==> src/rtl/dataflow_sequencer_if.sv <==
// dataflow_sequencer_if
//   Bundles the sequencer's stall input, external data bus and the per-cycle
//   control outputs into one interface.
//   master : the sequencer (consumes ready/data_bus_in, drives the rest)
//   slave  : the surrounding datapath / testbench
//   Signals: ready, data_bus_in[7:0], flags[FLAG_W-1:0], timing_state[T_W-1:0],
//            sync, write_en, instr_done, illegal_op, halted
interface dataflow_sequencer_if #(
  parameter int FLAG_W = 41,
  parameter int T_W    = 3
);
  logic              ready;
  logic [7:0]        data_bus_in;
  logic [FLAG_W-1:0] flags;
  logic [T_W-1:0]    timing_state;
  logic              sync;
  logic              write_en;
  logic              instr_done;
  logic              illegal_op;
  logic              halted;

  modport master (
    input  ready, data_bus_in,
    output flags, timing_state, sync, write_en, instr_done, illegal_op, halted
  );

  modport slave (
    output ready, data_bus_in,
    input  flags, timing_state, sync, write_en, instr_done, illegal_op, halted
  );
endinterface

==> src/rtl/dataflow_sequencer.sv <==
// dataflow_sequencer
//   Timing-state controller: latches the opcode from the data bus at the end
//   of T1 and steps T0..T4, producing one control flag word per clock for the
//   address registers, ALU hold register, A/X/Y and the memory write strobe.
//   Handles register transfers, immediate/zero-page/absolute loads and
//   zero-page/absolute stores.
// Ports:
//   clk  - clock, rising edge
//   rst  - synchronous reset, active high (state T0, IR = 0xEA)
//   bus  - dataflow_sequencer_if.master: ready, data_bus_in -> flags,
//          timing_state, sync, write_en, instr_done, illegal_op, halted
// Build option:
//   ILLEGAL_TRAP_EN - when defined, an undecoded opcode sends the sequencer to
//   a HALT state after T1 (halted=1, exit only via rst; timing_state reads 5).
//   When undefined, undecoded opcodes run as a 3-cycle NOP and halted is 0.
module dataflow_sequencer #(
  parameter int FLAG_W = 41,
  parameter int T_W    = 3
) (
  input logic                  clk,
  input logic                  rst,
  dataflow_sequencer_if.master bus
);

  // Flag bit positions within the shared control word.
  localparam int F_SET_ADL_TO_PCL = 0;
  localparam int F_SET_ADH_TO_PCH = 1;
  localparam int F_LOAD_ABL       = 2;
  localparam int F_LOAD_ABH       = 3;
  localparam int F_INC_PC         = 4;
  localparam int F_SET_SB_TO_ACC  = 5;
  localparam int F_SET_SB_TO_X    = 6;
  localparam int F_SET_SB_TO_Y    = 7;
  localparam int F_SET_SB_TO_DB   = 8;
  localparam int F_LOAD_ACC       = 9;
  localparam int F_LOAD_X         = 10;
  localparam int F_LOAD_Y         = 11;
  localparam int F_SET_ADL_TO_DB  = 12;
  localparam int F_ZERO_ADH       = 13;
  localparam int F_LOAD_ALU       = 14;
  localparam int F_SET_ADL_TO_ALU = 15;
  localparam int F_SET_ADH_TO_DB  = 16;
  localparam int F_SET_DB_TO_SB   = 17;

  localparam logic [FLAG_W-1:0] ONE = FLAG_W'(1);
  // PC onto the address registers (opcode / operand fetch address).
  localparam logic [FLAG_W-1:0] PC_FLAGS = (ONE << F_SET_ADL_TO_PCL) | (ONE << F_SET_ADH_TO_PCH) |
                                           (ONE << F_LOAD_ABL) | (ONE << F_LOAD_ABH);

  typedef enum logic [2:0] {
    ST_T0   = 3'd0,
    ST_T1   = 3'd1,
    ST_T2   = 3'd2,
    ST_T3   = 3'd3,
    ST_T4   = 3'd4,
    ST_HALT = 3'd5
  } state_t;

  typedef enum logic [2:0] {CL_IMPL, CL_IMM, CL_ZP, CL_ABS, CL_ILL} class_t;

  function automatic class_t decode_class(input logic [7:0] op);
    class_t c;
    case (op)
      8'hAA, 8'h8A, 8'hA8, 8'h98, 8'hEA:         c = CL_IMPL;
      8'hA9, 8'hA2, 8'hA0:                       c = CL_IMM;
      8'hA5, 8'hA6, 8'hA4, 8'h85, 8'h86, 8'h84:  c = CL_ZP;
      8'hAD, 8'hAE, 8'hAC, 8'h8D, 8'h8E, 8'h8C:  c = CL_ABS;
      default:                                   c = CL_ILL;
    endcase
    return c;
  endfunction

  state_t            state_reg, state_next;
  logic [7:0]        ir_reg;
  class_t            ir_class, bus_class;
  logic              active;
  logic              is_store;
  logic [1:0]        reg_sel;
  logic [FLAG_W-1:0] load_flags, src_flags, mem_flags, flags_raw;
  logic              we_raw, done_raw, ill_raw, halt_entry;

  always_ff @(posedge clk) begin
    if (rst) begin
      state_reg <= ST_T0;
      ir_reg    <= 8'hEA;
    end else if (bus.ready) begin
      state_reg <= state_next;
      if (state_reg == ST_T1) ir_reg <= bus.data_bus_in;
    end
  end

`ifdef ILLEGAL_TRAP_EN
  logic halt_entry_reg;
  // Marks the first HALT cycle so illegal_op pulses exactly once on entry.
  always_ff @(posedge clk) begin
    if (rst)            halt_entry_reg <= 1'b0;
    else if (bus.ready) halt_entry_reg <= (state_reg == ST_T1) && (state_next == ST_HALT);
  end
  assign halt_entry = halt_entry_reg;
`else
  assign halt_entry = 1'b0;
`endif

  assign ir_class  = decode_class(ir_reg);
  assign bus_class = decode_class(bus.data_bus_in);
  assign active    = bus.ready & ~rst;

  // Load/store opcodes encode the register in the low two bits:
  // 01 = A, 10 = X, 00 = Y. Stores are the 0x8x row.
  assign reg_sel  = ir_reg[1:0];
  assign is_store = (ir_reg[7:5] == 3'b100);

  always_comb begin
    load_flags = '0;
    src_flags  = '0;
    load_flags[F_LOAD_ACC]      = (reg_sel == 2'b01);
    load_flags[F_LOAD_X]        = (reg_sel == 2'b10);
    load_flags[F_LOAD_Y]        = (reg_sel == 2'b00);
    src_flags[F_SET_SB_TO_ACC]  = (reg_sel == 2'b01);
    src_flags[F_SET_SB_TO_X]    = (reg_sel == 2'b10);
    src_flags[F_SET_SB_TO_Y]    = (reg_sel == 2'b00);
    // Memory-data cycle: a load routes DB->SB->reg, a store routes reg->SB->DB.
    if (is_store) mem_flags = src_flags | (ONE << F_SET_DB_TO_SB);
    else          mem_flags = load_flags | (ONE << F_SET_SB_TO_DB);
  end

  always_comb begin
    state_next = state_reg;
    flags_raw  = '0;
    we_raw     = 1'b0;
    done_raw   = 1'b0;
    ill_raw    = 1'b0;
    case (state_reg)
      ST_T0: begin
        flags_raw           = PC_FLAGS;
        flags_raw[F_INC_PC] = 1'b1;
        state_next          = ST_T1;
      end
      ST_T1: begin
        // Implied (and undecoded) opcodes have no operand byte to step over.
        flags_raw           = PC_FLAGS;
        flags_raw[F_INC_PC] = (bus_class != CL_IMPL) && (bus_class != CL_ILL);
        state_next          = ST_T2;
`ifdef ILLEGAL_TRAP_EN
        if (bus_class == CL_ILL) state_next = ST_HALT;
`endif
      end
      ST_T2: begin
        case (ir_class)
          CL_IMPL: begin
            case (ir_reg)
              8'hAA:   flags_raw = (ONE << F_SET_SB_TO_ACC) | (ONE << F_LOAD_X);
              8'h8A:   flags_raw = (ONE << F_SET_SB_TO_X)   | (ONE << F_LOAD_ACC);
              8'hA8:   flags_raw = (ONE << F_SET_SB_TO_ACC) | (ONE << F_LOAD_Y);
              8'h98:   flags_raw = (ONE << F_SET_SB_TO_Y)   | (ONE << F_LOAD_ACC);
              default: flags_raw = '0;
            endcase
            done_raw   = 1'b1;
            state_next = ST_T0;
          end
          CL_IMM: begin
            flags_raw  = load_flags | (ONE << F_SET_SB_TO_DB);
            done_raw   = 1'b1;
            state_next = ST_T0;
          end
          CL_ZP: begin
            flags_raw  = (ONE << F_SET_ADL_TO_DB) | (ONE << F_ZERO_ADH) |
                         (ONE << F_LOAD_ABL) | (ONE << F_LOAD_ABH);
            state_next = ST_T3;
          end
          CL_ABS: begin
            // Low address byte parks in the ALU hold register while the PC
            // fetches the high byte.
            flags_raw  = PC_FLAGS | (ONE << F_INC_PC) | (ONE << F_SET_SB_TO_DB) | (ONE << F_LOAD_ALU);
            state_next = ST_T3;
          end
          default: begin
            ill_raw    = 1'b1;
            done_raw   = 1'b1;
            state_next = ST_T0;
          end
        endcase
      end
      ST_T3: begin
        if (ir_class == CL_ABS) begin
          flags_raw  = (ONE << F_SET_ADL_TO_ALU) | (ONE << F_SET_ADH_TO_DB) |
                       (ONE << F_LOAD_ABL) | (ONE << F_LOAD_ABH);
          state_next = ST_T4;
        end else begin
          flags_raw  = mem_flags;
          we_raw     = is_store;
          done_raw   = 1'b1;
          state_next = ST_T0;
        end
      end
      ST_T4: begin
        flags_raw  = mem_flags;
        we_raw     = is_store;
        done_raw   = 1'b1;
        state_next = ST_T0;
      end
      ST_HALT: state_next = ST_HALT;
      default: state_next = ST_T0;
    endcase
  end

  // Stall or reset blanks the whole flag word.
  for (genvar gi = 0; gi < FLAG_W; gi++) begin : g_flag_gate
    assign bus.flags[gi] = flags_raw[gi] & active;
  end

  assign bus.timing_state = T_W'(state_reg);
  assign bus.sync         = (state_reg == ST_T0) & ~rst;
  assign bus.write_en     = we_raw & active;
  assign bus.instr_done   = done_raw & active;
  assign bus.illegal_op   = (ill_raw | halt_entry) & active;
`ifdef ILLEGAL_TRAP_EN
  assign bus.halted       = (state_reg == ST_HALT) & ~rst;
`else
  assign bus.halted       = 1'b0;
`endif

  a_sb_onehot: assert property (@(posedge clk) disable iff (rst)
    $onehot0({bus.flags[F_SET_SB_TO_ACC], bus.flags[F_SET_SB_TO_X],
              bus.flags[F_SET_SB_TO_Y], bus.flags[F_SET_SB_TO_DB]}));

  a_we_no_load: assert property (@(posedge clk) disable iff (rst)
    bus.write_en |-> !(bus.flags[F_LOAD_ACC] || bus.flags[F_LOAD_X] || bus.flags[F_LOAD_Y]));

endmodule

==> src/flat_wrapper.sv <==
// flat-port wrapper written by rule: the top's interface ports become plain ports
module dataflow_sequencer_flat 
#(
  parameter int FLAG_W = 41,
  parameter int T_W    = 3
)
  (clk, rst, bus_ready, bus_data_bus_in, bus_flags, bus_timing_state, bus_sync, bus_write_en, bus_instr_done, bus_illegal_op, bus_halted);
  dataflow_sequencer_if #(.FLAG_W(FLAG_W), .T_W(T_W)) bus_i ();
  input logic clk;
  input logic rst;
  input wire logic [$bits(bus_i.ready)-1:0] bus_ready;
  input wire logic [$bits(bus_i.data_bus_in)-1:0] bus_data_bus_in;
  output wire logic [$bits(bus_i.flags)-1:0] bus_flags;
  output wire logic [$bits(bus_i.timing_state)-1:0] bus_timing_state;
  output wire logic [$bits(bus_i.sync)-1:0] bus_sync;
  output wire logic [$bits(bus_i.write_en)-1:0] bus_write_en;
  output wire logic [$bits(bus_i.instr_done)-1:0] bus_instr_done;
  output wire logic [$bits(bus_i.illegal_op)-1:0] bus_illegal_op;
  output wire logic [$bits(bus_i.halted)-1:0] bus_halted;
  assign bus_i.ready = bus_ready;
  assign bus_i.data_bus_in = bus_data_bus_in;
  assign bus_flags = bus_i.flags;
  assign bus_timing_state = bus_i.timing_state;
  assign bus_sync = bus_i.sync;
  assign bus_write_en = bus_i.write_en;
  assign bus_instr_done = bus_i.instr_done;
  assign bus_illegal_op = bus_i.illegal_op;
  assign bus_halted = bus_i.halted;
  dataflow_sequencer #(.FLAG_W(FLAG_W), .T_W(T_W)) u_core (.clk(clk), .rst(rst), .bus(bus_i));
endmodule
==> config.mk <==
export PLATFORM = sky130hd
export DESIGN_NAME = dataflow_sequencer_flat
export DESIGN_NICKNAME = d
export VERILOG_FILES = /design/src/rtl/dataflow_sequencer_if.sv /design/src/rtl/dataflow_sequencer.sv /design/src/flat_wrapper.sv
export SDC_FILE = /design/constraint.sdc
export NUM_CORES = 1
export LEC_CHECK = 0
export BUFFER_PORTS_ARGS = -buffer_cell sky130_fd_sc_hd__buf_2
export CAP_MARGIN = 20
export CORE_UTILIZATION = 46
export CTS_CLUSTER_SIZE = 20
export DETAILED_ROUTE_END_ITERATION = 16
export PLACE_DENSITY_LB_ADDON = 0.1
export SYNTH_ARGS = -nofsm -noshare
export SYNTH_HDL_FRONTEND = slang
export SYNTH_SLANG_ARGS = --single-unit
==> constraint.sdc <==
create_clock -name clk -period 2.25 [get_ports clk]
set_input_delay 0.45 -clock clk [delete_from_list [all_inputs] [get_ports clk]]
set_output_delay 0.45 -clock clk [all_outputs]
set_load 0.1 [all_outputs]
==> results.md <==
* Crit path DAT at 2.03 ns
* CP Capture Type: output pin
* Synth-to-layout area growth at 85.11%
* Final-report setup violation count at 16
* Depth of the most critical reg-to-reg path at 6
* Reg clk slew, reported paths at 0.08 ns
* WP data required at 1.80 ns
* Fin area at 2256 sq um
* Crit path time final at 2.478 ns
* Post-CTS Hold Buffers at 0
* Hold path depth at 3
* Top cells by area, synth: dfxtp_1 18%, buf_4 17%, nand2_1 4.9%
* Share of layout cells above drive strength 1 at 54.46%
* Global-route wire length before repair at 6.085 mm
* I/O pin count at 60
* Top cells by count, synth: 28 x buf_4, 16 x nand2_1, 15 x nor2_1
* Die width at 53.47 microns
* Crit-path slowest cell: dfxtp_1
* Avg Cell Area, Syn at 7.341 sq um
* Via count at 1505
* CTS H-tree lvls at 1
* Startpoint Class: flip-flop
* Grt ovf at 0
* TritonCTS clock tree: done
* Gpl congestion at 0.8439
* Final period util at 110.1%
* Worst-path cell chain: nand2_2, a2111oi_4, nand4b_1, buf_4, o22ai_4, buf_12
* P_leak at 0.9034 nW
* Final Skew at 0.001376 ns
* Syn Std Cell Area at 1219 sq um
* Initial Util at 48.75%
* Distinct cells, synth at 51
* Reg2Reg Setup Slack at 0.45 ns
* Max Freq at 403.5 MHz
* Pin count of the biggest net entering global routing at 16
* Root buf cell: clkbuf_4
* Skew-Pair Late Insertion Delay at 0.28 ns
* Number of flip-flops under the largest register name at 8
* DRT iter0 DRCs at 53
* Vias in the first global route at 1255
* Failing checks: setup timing
* Seq cells post-synth at 11
* Hold crit path type: in -> reg
* Worst Hold End: u_core.ir_reg[6]
* Largest area contributor in the netlist: dfxtp_1
* Initial antenna violation count at 0
* Row cnt at 18
* Synth Warn # at 0
* WL/cell at 18.84 microns
* Hold Path Origin: bus_data_bus_in[6]
* DIE HEIGHT at 53.47 microns
* Run status: complete, but fails checks
* Mapped Cells at 166
* Pre-antenna DRT Iters at 4
* Peak supply drop at 436.1 uV
* Dpl hpwl at 2.844 mm
* Area after DPL at 1968 sq um
* Sink Count at 11
* Main synth FF type: dfxtp_1
* GR Util All Layers at 30.04%
* Fin worst setup slack at -0.2281 ns
* WS Path Type: reg -> out
* Worst stage delay on the critical path at 0.44 ns
* Maximum buffer depth of the clock tree at 2
* Cell with the most instances after synthesis: buf_4
* CTS Buf Count at 3
* Measured slew at the worst slew-check pin at 0.5632 ns
* Reg2Reg Launch Point: u_core.bus.timing_state[2]
* Core Area at 2500 sq um
* Post-layout nets at 236
* DIE AREA at 2859 sq um
* # diodes at 0
* Reg2reg end: u_core.bus.timing_state[1]
* Slew margin rel. at 62.46%
* Post-synth ARST share at 0%
* Avg Vias per Cell at 5.925
* Max Cap Viol at 0
* Critical-path maximum fanout at 4
* Sequential fraction of the synthesis area at 18.07%
* WHS at 0.4085 ns
* RSZ-0062 raised after global routing: true
* Port Buffer Count at 35
* Post-route DRC at 0
* EDFF count, synth at 0
* DRT antenna net count at 0
* Share of the synthesized area in the top cell type at 18.07%
* Pins over their slew limit at 0
* PwrDens at 364.9 nW/um^2
* Hold Vio Cnt, Final at 0
* Detailed Route WL at 4.786 mm
* Fill cells at 110
## logic make-up (layout without fill, tap and decap cells)
group / count (synthesis) / after routing / share of synthesized area, %
AND/OR/NAND/NOR: 69 / 69 / 33.37
buffers and inverters: 47 / 82 / 24.43
AO/OA/AOI/OAI: 33 / 33 / 19.71
flip-flops: 11 / 11 / 18.07
multiplexers: 4 / 4 / 3.388
other: 1 / 24 / 0.3077
XOR/XNOR: 1 / 1 / 0.7188
## power breakdown
part | internal (mW) | switching (mW) | total, mW
Clock | 0.0661 | 0.0822 | 0.148
Combinational | 0.101 | 0.362 | 0.463
Sequential | 0.201 | 0.0106 | 0.212
## repair_timing
item / CTS / global route
buffers inserted: 6 / 5
pin swaps: 11 / 9
setup endpoints to repair: 19 / 20
hold endpoints to repair: 0 / 0
resized for setup: 27 / 11
## layout make-up
type / instances / area [sq um] / share of cell area [%]
flip-flops and latches: 11 / 239.0 / 10.59
clock buffers: 3 / 22.52 / 0.9983
clock inverters: 1 / 5.005 / 0.2219
inverters: 9 / 42.54 / 1.886
repair buffers: 69 / 799.5 / 35.44
multi-input cells: 131 / 1110 / 49.20
well taps: 30 / 37.54 / 1.664
## stage by stage
stage          setup TNS [ns]  setup slack, ns  instances  utilization [%]  total power [mW]
2_1_floorplan          -4.233          -0.6084        189                -            0.6000
5_1_grt                -2.864          -0.2747        254            90.24            0.8405
3_5_place_dp                0          0.01319        240            78.73            0.6417
6_report               -2.317          -0.2281        254            90.24            0.8231
4_1_cts                -1.137          -0.1290        250            86.99            0.7951
3_3_place_gp                0         0.003335        240            78.73            0.6359
## routing by layer
metal | global-route usage [%] | vias up | part of all wire, %
li1 | - | 660 | -
met1 | 36.95 | 733 | 40
met2 | 52.29 | 98 | 52
met3 | 3.448 | 14 | 6.2
met4 | 11.40 | 0 | 2.0
met5 | 0 | - | 0
## cell usage in the layout (no fill, tap or decap), drive strengths merged, types with 3 or more instances in the layout
| cell | netlist | routed |
|---|---|---|
| a21oi | 6 | 6 |
| and2 | 3 | 3 |
| buf | 36 | 69 |
| clkbuf | 2 | 3 |
| conb | 1 | 24 |
| dfxtp | 11 | 11 |
| inv | 9 | 8 |
| mux2i | 3 | 3 |
| nand2 | 16 | 16 |
| nand2b | 7 | 7 |
| nand3 | 4 | 4 |
| nor2 | 15 | 15 |
| nor3 | 6 | 6 |
| o211ai | 3 | 3 |
| o21ai | 7 | 7 |
| or4b | 3 | 3 |
## how the worst max path moves through the flow
stage                          endpoint  slack (ns)                        from
after CTS                 bus_flags[10]       -0.13  u_core.bus.timing_state[0]
after floorplan           bus_flags[16]       -0.61  u_core.bus.timing_state[1]
after detailed placement   bus_flags[6]        0.01                         rst
after global placement     bus_flags[6]       0.003                         rst
final                      bus_flags[6]       -0.23            u_core.ir_reg[0]
after global routing       bus_flags[1]       -0.27            u_core.ir_reg[6]
## worst max-delay path, delay by kind of cell, from the launching register on
family | cells | cell delay, ns
compound gates | 2 | 0.58
buf+inv | 2 | 0.38
flops | 1 | 0.44
simple gates | 2 | 0.34
Note: power is estimated with default switching activity, not from simulation.
